[config.mk]
export PLATFORM = sky130hd
export DESIGN_NAME = latch_capture_ctrl_flat
export DESIGN_NICKNAME = d
export VERILOG_FILES = /design/src/rtl/latch_capture_ctrl_if.sv /design/src/rtl/latch_capture_ctrl.sv /design/src/flat_wrapper.sv
export SDC_FILE = /design/constraint.sdc
export NUM_CORES = 1
export LEC_CHECK = 0
export BUFFER_PORTS_ARGS = -buffer_cell sky130_fd_sc_hd__buf_4
export CAP_MARGIN = 10
export CORE_UTILIZATION = 55
export DETAILED_ROUTE_END_ITERATION = 10
export PLACE_DENSITY = 0.9
export RECOVER_POWER = 100
export SLEW_MARGIN = 10
export SYNTH_ARGS = -nofsm -noshare
export SYNTH_HDL_FRONTEND = slang
export SYNTH_SLANG_ARGS = --single-unit
[constraint.sdc]
create_clock -name clk -period 2.3 [get_ports clk]
set_input_delay 0.115 -clock clk [delete_from_list [all_inputs] [get_ports clk]]
set_output_delay 0.115 -clock clk [all_outputs]
set_load 0.02 [all_outputs]
[src/rtl/latch_capture_ctrl_if.sv]
// Handshake bundle between the latch capture controller and its environment.
// master: the controller (drives start/frame status); slave: the latch bank,
// requester and frame consumer side.
interface latch_capture_ctrl_if #(
  parameter int GW = 8,
  parameter int CW = 16
) ();
  logic          cap_req;
  logic          auto_mode;
  logic [GW-1:0] gap_cycles;
  logic          abort;
  logic          err_clr;
  logic          latch_done;
  logic          start_o;
  logic          busy;
  logic          frame_valid;
  logic          frame_ready;
  logic [CW-1:0] frame_cnt;
  logic          err_timeout;

  modport master (
    input  cap_req, auto_mode, gap_cycles, abort, err_clr, latch_done, frame_ready,
    output start_o, busy, frame_valid, frame_cnt, err_timeout
  );

  modport slave (
    output cap_req, auto_mode, gap_cycles, abort, err_clr, latch_done, frame_ready,
    input  start_o, busy, frame_valid, frame_cnt, err_timeout
  );
endinterface

[src/rtl/latch_capture_ctrl.sv]
// Sequencing controller for the shift-triggered latch bank: fires a one-cycle
// start pulse, waits for the last-stage trigger, then offers the captured
// frame over valid/ready. Supports auto-repeat with a programmable gap,
// synchronous abort and a sticky timeout flag. All outputs are registered.
module latch_capture_ctrl #(
  parameter int STAGE = 8,
  parameter int SLACK = 4,
  parameter int GW    = 8,
  parameter int CW    = 16
) (
  input  logic                 clk,
  input  logic                 rst,
  latch_capture_ctrl_if.master bus
);

  // Last cycle count at which a done edge is still accepted.
  localparam int TMO = STAGE + 1 + SLACK;
  localparam int WW  = $clog2(TMO + 1);

  typedef enum logic [1:0] {
    IDLE    = 2'd0,
    CAPTURE = 2'd1,
    HOLD    = 2'd2,
    GAP     = 2'd3
  } state_t;

  state_t        state, state_next;
  logic          start, start_next;
  logic          valid, valid_next;
  logic          busy, busy_next;
  logic          err, err_next;
  logic [CW-1:0] cnt, cnt_next;
  logic [WW-1:0] wait_cnt, wait_next;
  logic [GW-1:0] gap_cnt, gap_next;
  logic          done_prev;
  logic          done_rise;

  assign done_rise = bus.latch_done & ~done_prev;

  // State and registered outputs; async reset returns everything to idle.
  always_ff @(posedge clk or posedge rst) begin
    if (rst) begin
      state     <= IDLE;
      start     <= 1'b0;
      valid     <= 1'b0;
      busy      <= 1'b0;
      err       <= 1'b0;
      cnt       <= '0;
      wait_cnt  <= '0;
      gap_cnt   <= '0;
      done_prev <= 1'b0;
    end else begin
      state     <= state_next;
      start     <= start_next;
      valid     <= valid_next;
      busy      <= busy_next;
      err       <= err_next;
      cnt       <= cnt_next;
      wait_cnt  <= wait_next;
      gap_cnt   <= gap_next;
      done_prev <= bus.latch_done;
    end
  end

  // Next-state and output logic; abort overrides every state transition.
  always_comb begin
    state_next = state;
    start_next = 1'b0;
    valid_next = valid;
    cnt_next   = cnt;
    wait_next  = wait_cnt;
    gap_next   = gap_cnt;
    // Clear first so a timeout detected below at the same edge wins.
    err_next   = bus.err_clr ? 1'b0 : err;

    if (bus.abort) begin
      state_next = IDLE;
      valid_next = 1'b0;
      wait_next  = '0;
      gap_next   = '0;
    end else begin
      case (state)
        IDLE: begin
          valid_next = 1'b0;
          if (bus.cap_req) begin
            state_next = CAPTURE;
            start_next = 1'b1;
            wait_next  = '0;
          end
        end
        CAPTURE: begin
          wait_next = wait_cnt + WW'(1);
          if (done_rise) begin
            state_next = HOLD;
            valid_next = 1'b1;
          end else if (wait_cnt == WW'(TMO - 1)) begin
            state_next = IDLE;
            err_next   = 1'b1;
            wait_next  = '0;
          end
        end
        HOLD: begin
          if (bus.frame_ready) begin
            valid_next = 1'b0;
            cnt_next   = cnt + CW'(1);
            if (!bus.auto_mode) begin
              state_next = IDLE;
            end else if (bus.gap_cycles == '0) begin
              // Zero gap: restart immediately after the accepting edge.
              state_next = CAPTURE;
              start_next = 1'b1;
              wait_next  = '0;
            end else begin
              state_next = GAP;
              gap_next   = bus.gap_cycles;
            end
          end
        end
        GAP: begin
          // GAP lasts exactly gap_cycles cycles before the next start.
          if (gap_cnt <= GW'(1)) begin
            gap_next = '0;
            if (bus.auto_mode) begin
              state_next = CAPTURE;
              start_next = 1'b1;
              wait_next  = '0;
            end else begin
              state_next = IDLE;
            end
          end else begin
            gap_next = gap_cnt - GW'(1);
          end
        end
        default: state_next = IDLE;
      endcase
    end
  end

  // Busy tracks the registered state one-for-one.
  always_comb begin
    busy_next = (state_next != IDLE);
  end

  assign bus.start_o     = start;
  assign bus.busy        = busy;
  assign bus.frame_valid = valid;
  assign bus.frame_cnt   = cnt;
  assign bus.err_timeout = err;

endmodule

[src/flat_wrapper.sv]
// flat-port wrapper written by rule: the top's interface ports become plain ports
module latch_capture_ctrl_flat 
#(
  parameter int STAGE = 8,
  parameter int SLACK = 4,
  parameter int GW    = 8,
  parameter int CW    = 16
)
  (clk, rst, bus_cap_req, bus_auto_mode, bus_gap_cycles, bus_abort, bus_err_clr, bus_latch_done, bus_frame_ready, bus_start_o, bus_busy, bus_frame_valid, bus_frame_cnt, bus_err_timeout);
  latch_capture_ctrl_if #(.GW(GW), .CW(CW)) bus_i ();
  input  logic clk;
  input  logic rst;
  input wire logic [$bits(bus_i.cap_req)-1:0] bus_cap_req;
  input wire logic [$bits(bus_i.auto_mode)-1:0] bus_auto_mode;
  input wire logic [$bits(bus_i.gap_cycles)-1:0] bus_gap_cycles;
  input wire logic [$bits(bus_i.abort)-1:0] bus_abort;
  input wire logic [$bits(bus_i.err_clr)-1:0] bus_err_clr;
  input wire logic [$bits(bus_i.latch_done)-1:0] bus_latch_done;
  input wire logic [$bits(bus_i.frame_ready)-1:0] bus_frame_ready;
  output wire logic [$bits(bus_i.start_o)-1:0] bus_start_o;
  output wire logic [$bits(bus_i.busy)-1:0] bus_busy;
  output wire logic [$bits(bus_i.frame_valid)-1:0] bus_frame_valid;
  output wire logic [$bits(bus_i.frame_cnt)-1:0] bus_frame_cnt;
  output wire logic [$bits(bus_i.err_timeout)-1:0] bus_err_timeout;
  assign bus_i.cap_req = bus_cap_req;
  assign bus_i.auto_mode = bus_auto_mode;
  assign bus_i.gap_cycles = bus_gap_cycles;
  assign bus_i.abort = bus_abort;
  assign bus_i.err_clr = bus_err_clr;
  assign bus_i.latch_done = bus_latch_done;
  assign bus_i.frame_ready = bus_frame_ready;
  assign bus_start_o = bus_i.start_o;
  assign bus_busy = bus_i.busy;
  assign bus_frame_valid = bus_i.frame_valid;
  assign bus_frame_cnt = bus_i.frame_cnt;
  assign bus_err_timeout = bus_i.err_timeout;
  latch_capture_ctrl #(.STAGE(STAGE), .SLACK(SLACK), .GW(GW), .CW(CW)) u_core (.clk(clk), .rst(rst), .bus(bus_i));
endmodule
After elaboration in Yosys (flattened, before gate mapping)
Index checks and enable logic that the tools add are counted.

operators by class
  add/subtract/negate cells = 3
  $lt $le $gt $ge = 1
  eq/ne operators = 12
  multiplexer cells = 43
  bitwise logic cells = 3
  reductions and logical operators = 9

operators by type and width
  kind                     count
  $mux W8                  5
  $mux W4                  9
  $add A16 B1 Y16 const B  1
  $mux W1                  16
  $mux W2                  8
  $pmux W4 S4              1
  $pmux W8 S2              1
  $ne A3 B3 Y1 const B     5
  $ne A3 B2 Y1 const B     3
  $le A8 B1 Y1 const B     1
  $logic_not A8 Y1         1
  $pmux W2 S4              1
  $sub A8 B1 Y8 const B    1
  $pmux W1 S3              2
  $reduce_and A3 Y1        2
  $reduce_and A6 Y1        1
  $add A4 B1 Y4 const B    1
  $eq A2 B2 Y1 const B     2
  $eq A4 B4 Y1 const B     1
  $reduce_and A4 Y1        1
  $reduce_bool A4 Y1       1
  $reduce_bool A3 Y1       1
  $eq A2 B1 Y1 const B     1
  $logic_not A2 Y1         1
  other kinds (3)          4

storage, ports and cells
  register bits = 35
  input port bits = 16
  output and inout bits = 20
  logic and storage cells = 80

Longest topological paths before layout
  depth in word-level cells = 7
  mapped depth = 8
  gate-level depth less buffers = 7

Worst setup path after synthesis
No wires, ideal clock.

  kind = reg2reg
  start point = reg u_core.gap_cnt[3]
  end point = reg u_core.busy (netlist: u_core.bus.busy)
  library setup time = 130 ps
  arrival = 1813 ps
  data required time = 2170 ps
  path slack = 358 ps
  cell stages (with the launch flop) = 6
  buffers on the path = 0
  clock period less this slack = 1942 ps
  cell sequence = dfrtp_1 > or4_4 > o31ai_4 > nand3_1 > a32o_1 > o21bai_1

on the way
  longest elaborated chain between the ends = 5

ends and longest elaborated chain
  item                      RTL line                   RTL
  start: declaration        latch_capture_ctrl.sv:34   logic [GW-1:0] gap_cnt, gap_next;
  start signal: assignment  latch_capture_ctrl.sv:60   gap_cnt <= gap_next;
  $le A8 B1 Y1              latch_capture_ctrl.sv:121  if (gap_cnt <= GW'(1)) begin
  $mux W2                   latch_capture_ctrl.sv:121
  $pmux W2 S4               latch_capture_ctrl.sv:82   case (state)
  $mux W2                   latch_capture_ctrl.sv:76   if (bus.abort) begin
  via u_core.state_next[0]  latch_capture_ctrl.sv:27   state_t state, state_next;
  $reduce_bool A2 Y1        latch_capture_ctrl.sv:141  busy_next = (state_next != IDLE);
  via u_core.busy_next      latch_capture_ctrl.sv:30   logic busy, busy_next;
  end signal: assignment    latch_capture_ctrl.sv:56   busy <= busy_next;
  end: declaration          latch_capture_ctrl.sv:30

The timed path passes the listed nets, and every way through them passes these cells.
A chain may end at the register's enable or synchronous reset.

Worst setup path after layout
  start point = reg u_core.gap_cnt[3]
  end point = reg u_core.wait_cnt[0]

on the way
  longest elaborated chain between the ends = 3

ends and longest elaborated chain
  item                                RTL line                   RTL
  $le A8 B1 Y1                        latch_capture_ctrl.sv:121
  $ne A3 B2 Y1 (no source line)       -
  $reduce_and A6 Y1 (no source line)  -
  end signal: assignment              latch_capture_ctrl.sv:59   wait_cnt <= wait_next;
  end: declaration                    latch_capture_ctrl.sv:33   logic [WW-1:0] wait_cnt, wait_next;

No other way between the ends.

==> impl_metrics.json <==
{
  "dp_worst_setup_slack_ns": 0.232,
  "hp-start": "bus_err_clr",
  "place.port_buffers": 35,
  "synth_area_um2": 2050,
  "dp_hpwl_um": 3230,
  "area_growth_pct": 18.8,
  "ctsHoldBuffers": 2,
  "ys_top_cells_by_area": "dfrtp_1, ha_1, xnor2_1",
  "worst-setup-path-type": "reg2reg",
  "maxCapViolations": 0,
  "cts_setup_buffers": 0,
  "grt_usage_pct": 25.1,
  "reg2reg_slack_ns": 0.09,
  "rows": 21,
  "initial_core_util_pct": 59.5,
  "tightest_slew_ns": 0.841,
  "setup_viol": 0,
  "crit_chain": "or4_1, o41ai_4, nand3_2, or3_1, a21oi_2",
  "finalHoldViolCount": 0,
  "antenna_left": 0,
  "crit_buf_inv": 0,
  "p_leak_nw": 1.09,
  "dieHeight_um": 63.0,
  "die_w_um": 63.0,
  "slew_headroom_pct": 43.9,
  "ys_ff_latch": 35,
  "drv_slew": 0,
  "busiest_layer": "met2",
  "r2r-end": "u_core.wait_cnt[0]$_DFFE_PP0P_",
  "fin_crit_sh_pct": 96.0,
  "yosysSeqAreaShare_pct": 42.8,
  "finalClockSkew_ns": 0.00949,
  "wl_um": 4380,
  "start_kind": "flop",
  "antenna_cells": 0,
  "grt_setup_unrepaired": "false",
  "drive_above_1_share_pct": 14.0,
  "gp_congestion": 0.928,
  "rr_worst_depth": 5,
  "fin_nets": 274,
  "cts_root_buf": "clkbuf_8",
  "drc": 0,
  "core_area_um2": 3440,
  "hold_path.class": "in2reg",
  "first_global_vias": 1655,
  "grt_max_degree": 36,
  "whs_endpoint": "u_core.bus.err_timeout$_DFF_PP0_",
  "layout_common_cells": "dfrtp_1, clkbuf_1, nor2_1, buf_4, inv_1",
  "synth_top_area_cell": "dfrtp_1",
  "worst_slack_ns": 0.0922,
  "yosysWarnings": 0,
  "grt.met1_usage_pct": 32.6,
  "postSynthAreaPerCell_um2": 9.85,
  "finalCriticalPeriod_ns": 2.21,
  "grtUsageMet3_pct": 7.12,
  "cts.path.max_buffers": 2,
  "end_kind": "flop",
  "outcome": "complete, no violations",
  "globalRoute.totalOverflow": 0,
  "fillCellCount": 278,
  "slowest_delay_ns": 0.70,
  "async_flop_share_pct": 100,
  "post_drt_wl_per_cell_um": 14.8,
  "synth_ff_type": "dfrtp_1",
  "vdd_drop_max_v": 0.000770,
  "max_clock_freq_mhz": 453,
  "cp.arrival_ns": 2.43,
  "crit_family": "simple AND/OR/NAND/NOR gates",
  "path_max_fanout": 7,
  "clock_latency_ns": 0.29,
  "final_common_cell": "dfrtp_1",
  "path_clk_slew_ns": 0.07,
  "p_per_area_nw_per_um2": 962,
  "cts-resized-gates": 0,
  "grt_pass1_wl_um": 7680,
  "yosysUniqueCellTypes": 55,
  "synth_fp_nets": 233,
  "routed_via_density": 5.90,
  "dp_cells": 286,
  "cts.sinks": 35,
  "antenna_found_initial": 0,
  "cts_tree": "built",
  "synth_edf_count": 0,
  "yosys.area.top_type_share_pct": 42.8,
  "htree_levels": 2,
  "io_pins": 36,
  "vias": 1747,
  "final_cells": 296,
  "met2_usage_pct": 39.4,
  "drt_iter0_drc": 156,
  "hold_depth": 3,
  "crit_start": "u_core.gap_cnt[3]$_DFFE_PP0P_",
  "rr_startpoint": "u_core.gap_cnt[3]$_DFFE_PP0P_",
  "crit_path_top_delay_cell": "or4_1",
  "die_area_um2": 3970,
  "tns_ns": 0,
  "firstDrtPassIters": 4,
  "cp.required_ns": 2.52,
  "syn_inst": 208,
  "cts_buffers": 5
}
-- logic make-up after synthesis --
| logic type | share of synthesized area (%) |
|---|---|
| multiplexers | 2.14 |
| buffers and inverters | 3.97 |
| XOR/XNOR | 6.41 |
| AO/OA/AOI/OAI | 19.1 |
| flip-flops | 42.8 |
| adder cells (fa/ha/maj) | 5.50 |
| AND/OR/NAND/NOR | 20.2 |
-- layer usage --
metal  part of all wire [%]  vias to the layer above
li1                       -                      828
met1                     44                      836
met2                     47                       73
met3                    7.0                       10
met4                    1.6                        0
met5                      0                        -
-- flip-flops by register name (all words and copies together), names as in the netlist --
signal                  cells
u_core.bus.frame_valid      1
u_core.bus.start_o          1
u_core.done_prev            1
u_core.bus.busy             1
u_core.wait_cnt             4
u_core.state                2
u_core.gap_cnt              8
u_core.bus.err_timeout      1
u_core.bus.frame_cnt       16
-- synth_stat cells (3+ instances only) --
| master | number |
|---|---|
| a211oi_1 | 4 |
| ha_1 | 9 |
| and4_1 | 3 |
| or3_1 | 3 |
| o21ai_0 | 5 |
| xor2_1 | 5 |
| a21oi_1 | 8 |
| nand2b_1 | 5 |
| dfrtp_1 | 35 |
| clkbuf_1 | 3 |
| and3_1 | 3 |
| nand3_1 | 11 |
| o22ai_1 | 4 |
| nor2_1 | 16 |
| nand2_1 | 11 |
| o211ai_1 | 3 |
| xnor2_1 | 10 |
| nor2b_1 | 5 |
| inv_1 | 14 |
| nor3_1 | 3 |
-- worst register-to-register path, delay by kind of cell, from the launching register on --
family,cells,cell delay (ns)
compound gates,2,0.39
flops,1,0.44
simple gates,3,1.30
-- final cells by class --
cell class	instances	area [µm²]	share of cell area, %
tap	46	57.6	2.37
clock buffer	6	72.6	2.98
sequential	35	876	36.0
multi-input combinational	153	1090	44.7
inverter	14	52.6	2.16
clock inverter	2	60.1	2.47
timing repair buffer	40	228	9.36
-- metrics by stage --
step           hold slack [ns]  power, W  instance area [µm²]  util (%)
4_1_cts                  0.109   0.00239                 2510      73.1
3_5_place_dp             0.234   0.00172                 2360      68.6
6_report                 0.113   0.00234                 2430      70.7
3_3_place_gp             0.232   0.00170                 2360      68.6
5_1_grt                  0.131   0.00248                 2430      70.7
2_1_floorplan            0.146   0.00147                 2050         -
-- worst max path at each step --
| stage | endpoint | cells after the start |
|---|---|---|
| 6_report | u_core.wait_cnt[0]$_DFFE_PP0P_ | 5 |
| 5_1_grt | u_core.wait_cnt[0]$_DFFE_PP0P_ | 5 |
| 4_1_cts | u_core.bus.busy$_DFF_PP0_ | 7 |
| 3_5_place_dp | u_core.bus.busy$_DFF_PP0_ | 7 |
| 3_3_place_gp | u_core.bus.busy$_DFF_PP0_ | 7 |
| 2_1_floorplan | u_core.bus.busy$_DFF_PP0_ | 5 |
-- where the power goes --
group | internal, W | switching [W] | leakage, nW
Clock | 0.000433 | 0.000218 | 0.0654
Combinational | 0.000339 | 0.000551 | 0.544
Sequential | 0.000706 | 0.0000956 | 0.478
No activity file was read; power rests on OpenSTA's default activity.
